===== config.mk =====
export PLATFORM = sky130hd
export DESIGN_NAME = bpu_gshare_ras
export DESIGN_NICKNAME = d
export VERILOG_FILES = /design/src/rtl/bpu_gshare_ras.sv
export SDC_FILE = /design/constraint.sdc
export NUM_CORES = 2
export LEC_CHECK = 0
export ABC_AREA = 0
export CORE_AREA = 2 2 462 280
export DETAILED_ROUTE_END_ITERATION = 8
export DIE_AREA = 0 0 464 282
export PLACE_DENSITY = 0.9
export SKIP_CTS_REPAIR_TIMING = 1
export SLEW_MARGIN = 40
export SYNTH_ARGS = -nofsm -noshare
export SYNTH_HDL_FRONTEND = slang
export SYNTH_SLANG_ARGS = --single-unit

===== constraint.sdc =====
create_clock -name clk -period 68.5 [get_ports clk]
set_input_delay 13.7 -clock clk [delete_from_list [all_inputs] [get_ports clk]]
set_output_delay 13.7 -clock clk [all_outputs]
set_load 0.02 [all_outputs]

===== src/rtl/bpu_gshare_ras.sv =====
// -----------------------------------------------------------------------------
// bpu_gshare_ras
//   Branch prediction unit for the 5-stage pipeline. It has three parts:
//     * a gshare pattern history table (PHT) of 2-bit counters, indexed by
//       PC xor global history
//     * a direct-mapped, tagged BTB whose entries record the branch type
//     * a circular return address stack (RAS)
//   Lookup is purely combinational from F_pc and reads registered state only.
//   Training comes from EX: at most one resolved control-flow instruction per
//   clock. Its effects become visible to lookup on the following cycle.
//
// Ports
//   clk, rst          clock (rising edge) / asynchronous active-high reset
//   F_pc              fetch PC (word aligned)
//   F_pred_taken      predict redirect at fetch
//   F_pred_target     predicted next PC (F_pc+4 when not taken)
//   F_pht_idx         PHT index used for this fetch; travels down to EX
//   F_btb_hit         valid BTB tag match for F_pc
//   ex_update_en      training strobe (already qualified by stall/flush)
//   ex_pc             PC of the resolved instruction
//   ex_pht_idx        F_pht_idx that was carried with that instruction
//   ex_br_type        00 cond, 01 jump, 10 call, 11 return
//   ex_actual_taken   resolved direction (1 for jump/call/return)
//   ex_actual_target  resolved target
// -----------------------------------------------------------------------------
module bpu_gshare_ras #(
   parameter int GHR_W       = 8,
   parameter int BTB_ENTRIES = 16,
   parameter int RAS_DEPTH   = 4
) (
   input  logic             clk,
   input  logic             rst,
   input  logic [31:0]      F_pc,
   output logic             F_pred_taken,
   output logic [31:0]      F_pred_target,
   output logic [GHR_W-1:0] F_pht_idx,
   output logic             F_btb_hit,
   input  logic             ex_update_en,
   input  logic [31:0]      ex_pc,
   input  logic [GHR_W-1:0] ex_pht_idx,
   input  logic [1:0]       ex_br_type,
   input  logic             ex_actual_taken,
   input  logic [31:0]      ex_actual_target
);

   localparam int PHT_ENTRIES = 2 ** GHR_W;
   localparam int IDX_W       = $clog2(BTB_ENTRIES);
   localparam int TAG_W       = 30 - IDX_W;
   localparam int RAS_W       = $clog2(RAS_DEPTH);
   localparam int CNT_W       = RAS_W + 1;

   typedef enum logic [1:0] {
      BR_COND = 2'b00,
      BR_JUMP = 2'b01,
      BR_CALL = 2'b10,
      BR_RET  = 2'b11
   } br_type_e;

   typedef struct packed {
      logic             valid;
      logic [TAG_W-1:0] tag;
      logic [31:0]      target;
      br_type_e         kind;
   } btb_entry_t;

   // ---------------------------------------------------------------------------
   // State
   // ---------------------------------------------------------------------------
   logic [GHR_W-1:0] ghr;
   logic [1:0]       pht       [PHT_ENTRIES];
   btb_entry_t       btb       [BTB_ENTRIES];
   logic [31:0]      ras_stack [RAS_DEPTH];
   logic [RAS_W-1:0] ras_ptr;   // points at the current top of stack
   logic [CNT_W-1:0] ras_cnt;   // number of live entries, 0..RAS_DEPTH

   // ---------------------------------------------------------------------------
   // Lookup (IF)
   // ---------------------------------------------------------------------------
   logic [IDX_W-1:0] f_btb_idx;
   logic [TAG_W-1:0] f_tag;
   btb_entry_t       f_entry;
   logic [31:0]      f_pc_plus4;

   assign f_btb_idx  = F_pc[IDX_W+1:2];
   assign f_tag      = F_pc[31:IDX_W+2];
   assign f_entry    = btb[f_btb_idx];
   assign f_pc_plus4 = F_pc + 32'd4;
   assign F_pht_idx  = F_pc[GHR_W+1:2] ^ ghr;

   // NOTE: every output of this block gets a default first, so no path leaves
   // a value unassigned and no latch is inferred.
   always_comb begin
      F_btb_hit     = 1'b0;
      F_pred_taken  = 1'b0;
      F_pred_target = f_pc_plus4;

      F_btb_hit    = f_entry.valid && (f_entry.tag == f_tag);
      // Only conditional branches consult the direction counter; jumps,
      // calls and returns redirect on every hit.
      F_pred_taken = F_btb_hit &&
                     ((f_entry.kind != BR_COND) || pht[F_pht_idx][1]);

      if (F_pred_taken) begin
         // A return with an empty RAS falls back to the BTB target.
         if ((f_entry.kind == BR_RET) && (ras_cnt != '0))
            F_pred_target = ras_stack[ras_ptr];
         else
            F_pred_target = f_entry.target;
      end
   end

   // ---------------------------------------------------------------------------
   // Training (EX)
   // ---------------------------------------------------------------------------
   br_type_e         ex_kind;
   logic [IDX_W-1:0] ex_btb_idx;
   logic [RAS_W-1:0] ras_ptr_inc;
   logic [RAS_W-1:0] ras_ptr_dec;
   logic [1:0]       ex_ctr;

   assign ex_kind     = br_type_e'(ex_br_type);
   assign ex_btb_idx  = ex_pc[IDX_W+1:2];
   assign ras_ptr_inc = ras_ptr + 1'b1;   // wraps modulo RAS_DEPTH
   assign ras_ptr_dec = ras_ptr - 1'b1;
   assign ex_ctr      = pht[ex_pht_idx];

   // NOTE: all state here uses non-blocking assignments so every read in this
   // block sees the pre-edge value, matching the "same-cycle lookup sees old
   // state" contract and avoiding simulation order races.
   // NOTE: the arrays are reset explicitly (not left as RAM) because lookup
   // must be X-free and fully defined the instant reset asserts.
   always_ff @(posedge clk or posedge rst) begin
      if (rst) begin
         ghr     <= '0;
         ras_ptr <= '0;
         ras_cnt <= '0;
         for (int i = 0; i < PHT_ENTRIES; i++)
            pht[i] <= 2'b01;   // weak not-taken
         for (int i = 0; i < BTB_ENTRIES; i++)
            btb[i] <= '{valid: 1'b0, tag: '0, target: '0, kind: BR_COND};
         for (int i = 0; i < RAS_DEPTH; i++)
            ras_stack[i] <= '0;
      end else if (ex_update_en) begin
         // Direction history: conditional branches only.
         if (ex_kind == BR_COND) begin
            if (ex_actual_taken) begin
               if (ex_ctr != 2'b11)
                  pht[ex_pht_idx] <= ex_ctr + 2'd1;
            end else begin
               if (ex_ctr != 2'b00)
                  pht[ex_pht_idx] <= ex_ctr - 2'd1;
            end
            ghr <= {ghr[GHR_W-2:0], ex_actual_taken};
         end

         // Any taken instruction allocates or overwrites its BTB slot.
         if (ex_actual_taken)
            btb[ex_btb_idx] <= '{valid:  1'b1,
                                 tag:    ex_pc[31:IDX_W+2],
                                 target: ex_actual_target,
                                 kind:   ex_kind};

         // Return stack. When full, the push overwrites the oldest slot
         // because the pointer simply wraps.
         case (ex_kind)
            BR_CALL: begin
               ras_ptr                <= ras_ptr_inc;
               ras_stack[ras_ptr_inc] <= ex_pc + 32'd4;
               if (ras_cnt != CNT_W'(RAS_DEPTH))
                  ras_cnt <= ras_cnt + 1'b1;
            end
            BR_RET: begin
               if (ras_cnt != '0) begin
                  ras_ptr <= ras_ptr_dec;
                  ras_cnt <= ras_cnt - 1'b1;
               end
            end
            default: ;
         endcase
      end
   end

endmodule


==> metrics.json <==
{
  "place.detailed.hpwl_mm": 143,
  "postSynthRegisterBits": 1629,
  "leakage_uw": 0.0361,
  "ir_worst_vdd_uv": 28.6,
  "setup_tns_ns": 0,
  "slew_viol_final": 0,
  "globalRoute.totalOverflow": 0,
  "critical_path_buf_inv_count": 5,
  "first_global_vias": 56298,
  "cts.sinks": 1629,
  "setup_viol": 0,
  "hold_path.startpoint": "btb[792]$_DFFE_PP0P_",
  "die_area_sq_mm": 0.131,
  "worst_path_max_delay_cell": "sky130_fd_sc_hd__buf_4",
  "busiest_layer_in_global_routing": "met2",
  "start_util_pct": 62.9,
  "setup_repair_after_global_routing_missed_its_margin": "no",
  "first_pass_grt_wire_length_mm": 353,
  "drt-total-wl_mm": 234,
  "timing_worst_slew_pin_value_ns": 1.00,
  "drv_cap": 0,
  "endpoint_kind": "primary output",
  "fp.coreArea_sq_mm": 0.126,
  "whs_ns": 0.465,
  "synth.yosys.warnings": 0,
  "clkLatencyLatePin_ns": 0.81,
  "layout.nets": 5778,
  "post_route_cells_drive_above_1_share_pct": 38.6,
  "clockBufferDepth": 3,
  "drt-initial-drc-count": 8673,
  "grt_antenna_before_repair": 18,
  "ctsHtreeMaxLevel": 4,
  "global_route.usage.met3_pct": 14.8,
  "cts-buffers-inserted": 146,
  "area.growth.synth_to_final_pct": 9.75,
  "cts_tree": "done",
  "final_hold_violation_count": 0,
  "ctsRootBufferMaster": "sky130_fd_sc_hd__clkbuf_16",
  "dr_pass1_iterations": 9,
  "met1_demand_to_capacity_share_in_global_routing_pct": 48.6,
  "fin_crit_ns": 33.28,
  "min_delay_endpoint": "btb[792]$_DFFE_PP0P_",
  "maximum_cell_stage_delay_along_the_critical_path_ns": 0.72,
  "timing.hold.worst.class": "flop to flop",
  "synth_top_flop_cell": "sky130_fd_sc_hd__dfrtp_1",
  "cp_data_arrival_time_ns": 19.58,
  "grtUsageTotal_pct": 35.8,
  "timing.critical_path.max_delay_family": "buffers and inverters",
  "highest_fanout_seen_on_the_critical_path": 47,
  "fmax_mhz": 30.0,
  "timing.final.crit_share_pct": 48.6,
  "critical_path.startpoint_type": "input pin",
  "post_drt_via_cell_ratio": 7.39,
  "drc_errors": 0,
  "maxSlewHeadroom_pct": 32.7,
  "ios": 152,
  "cellPowerDensity_mw_per_mm2": 29.9,
  "post_synth_inst_count": 5833,
  "globalRouteMet2Util_pct": 50.1,
  "timing.hold.worst_path_depth": 1,
  "yosys.cell_types.count": 67,
  "status": "completed",
  "worst_path_most_repeated_cell": "sky130_fd_sc_hd__buf_4",
  "rr_endpoint": "pht[465]$_DFFE_PP0P_",
  "syn_area_per_cell_sq_um": 13.6,
  "drt-wirelength-per-cell_microns": 31.3,
  "die_width_microns": 464,
  "detailroute.via_count": 55286,
  "timing.setup.critical_path_class": "input pin to primary output",
  "gpl.final_weighted_congestion": 0.978,
  "clock-skew-final_ns": 0.0415,
  "synth_async_sr_flop_share_pct": 100,
  "worst-r2r-cell-count": 14,
  "crit_start": "F_pc[4]",
  "die_height_microns": 282,
  "synth_fp_nets": 5955,
  "syn-cell-area_sq_mm": 0.0794,
  "std_cell_rows": 101,
  "ys_seq_area_share_pct": 51.8,
  "worst-r2r-setup-slack_ns": 63.10,
  "cp_cell_sequence": "buf_6 -> buf_4 -> buf_4 -> mux4_2 -> mux2i_1 -> nor3_1 -> a21oi_1 -> nand4_1 -> nor4b_1 -> nand2_1 -> nor4_4 -> buf_4 -> mux2i_1 -> clkdlybuf4s50_1",
  "number_of_flops_mapped_to_enable_cells_by_yosys": 0,
  "maximum_number_of_pins_on_one_net_before_global_route_repair": 167,
  "portBuffers": 151,
  "worst-endpoint-required_ns": 54.80,
  "clkTransAtPathRegs_ns": 0.07,
  "postRouteAntennaNets": 0
}
-- cell type report --
type	count	area [sq um]
well taps	1699	2130
diodes	12	30.0
clock buffers	206	4290
flip-flops and latches	1629	41100
fillers	7607	39100
clock inverters	54	694
repair buffers	271	2760
inverters	32	130
multi-input cells	3576	36000
-- cell usage in the layout, fill, tap and decap left out, drive strengths merged, types with 9 or more instances in the layout --
cell type | synthesis | routed
nand3 | 46 | 46
diode | 0 | 12
nand2b | 14 | 14
nand2 | 280 | 280
nor2b | 17 | 17
or2 | 14 | 14
dfstp | 256 | 256
inv | 32 | 40
o31ai | 515 | 515
nand4 | 12 | 12
nor2 | 86 | 86
and3 | 15 | 15
nor3 | 25 | 25
o21ai | 650 | 650
clkdlybuf4s50 | 0 | 126
xnor2 | 54 | 54
mux2i | 153 | 153
mux2 | 994 | 994
bufinv | 0 | 9
clkbuf | 458 | 212
xor2 | 43 | 43
dfrtp | 1373 | 1373
clkinv | 0 | 33
a22oi | 24 | 24
a21oi | 12 | 12
ha | 11 | 11
a221oi | 10 | 10
mux4 | 512 | 512
buf | 138 | 139
-- power by group --
group	switching, uW	internal [uW]	leakage [uW]
Sequential	95.7	1120	0.0204
Combinational	270	247	0.0132
Clock	390	476	0.00246
-- metrics by stage --
step                util, %  worst slack, ns  cell area (sq um)  total power (uW)  instances
global route           69.0            35.13              87100              2680       7476
floorplan                 -             9.25              79400              1560       5833
global placement       64.6            35.29              81600              1680       7189
detailed placement     64.9            35.41              81900              1720       7203
CTS                    68.9            35.41              86900              2580       7463
finish                 69.0            35.22              87100              2600       7479
-- layer usage --
metal	vias to the layer above	wire length [microns]	part of all wire [%]
li1	21724	-	-
met4	16	12200	5.2
met3	906	34800	15
met5	-	176	0.075
met1	28317	85800	37
met2	4323	101000	43
-- cells in the mapped netlist (all sizes together) (8+ instances only) --
cell type | instances | area share, %
ha | 11 | 0.17
o21ai | 650 | 4.1
nor3 | 25 | 0.16
nand2b | 14 | 0.11
o31ai | 515 | 4.9
dfrtp | 1373 | 43
clkbuf | 458 | 2.2
mux4 | 512 | 15
or2 | 14 | 0.11
dfstp | 256 | 8.5
nand2 | 280 | 1.3
buf | 138 | 1.0
nand3 | 46 | 0.29
nor2b | 17 | 0.13
xnor2 | 54 | 0.61
mux2 | 994 | 14
a21oi | 12 | 0.076
nand4 | 12 | 0.095
inv | 32 | 0.15
a221oi | 10 | 0.11
a22oi | 24 | 0.23
nor2 | 86 | 0.41
mux2i | 153 | 1.9
and3 | 15 | 0.12
a2111oi | 8 | 0.096
xor2 | 43 | 0.51
-- worst max path at each step --
stage | slack, ns | endpoint | depth (start not counted)
2_1_floorplan | 9.25 | btb[0]$_DFFE_PP0P_ | 1
3_3_place_gp | 35.29 | F_pred_target[3] | 13
3_5_place_dp | 35.41 | F_pred_target[9] | 13
4_1_cts | 35.41 | F_pred_target[0] | 13
5_1_grt | 35.13 | F_pred_target[11] | 13
6_report | 35.22 | F_pred_target[9] | 14
-- worst register-to-register path, cell delays in order, from the launching register on --
cell and delay [ns]:
sky130_fd_sc_hd__dfstp_2 0.37, sky130_fd_sc_hd__mux4_2 0.52, sky130_fd_sc_hd__mux4_2 0.50, sky130_fd_sc_hd__mux4_2 0.47
sky130_fd_sc_hd__mux2_4 0.54, sky130_fd_sc_hd__nor2_1 0.22, sky130_fd_sc_hd__nor2_1 0.08, sky130_fd_sc_hd__ha_1 0.19
sky130_fd_sc_hd__mux2i_1 0.23, sky130_fd_sc_hd__and2_1 0.38, sky130_fd_sc_hd__nand2_1 0.15, sky130_fd_sc_hd__nor2_1 0.51
sky130_fd_sc_hd__nand2_2 0.57, sky130_fd_sc_hd__o21ai_0 0.41, sky130_fd_sc_hd__o31ai_1 0.13
-- cell families after synthesis --
group           count (synthesis)  share of synthesized area (%)
fa+ha+maj                      12                          0.199
compound gates               1273                           10.0
mux                          1659                           30.6
simple gates                  535                           3.01
flops                        1629                           51.8
buf+inv                       628                           3.33
xor+xnor                       97                           1.11
(Power assumes the default switching activity.)
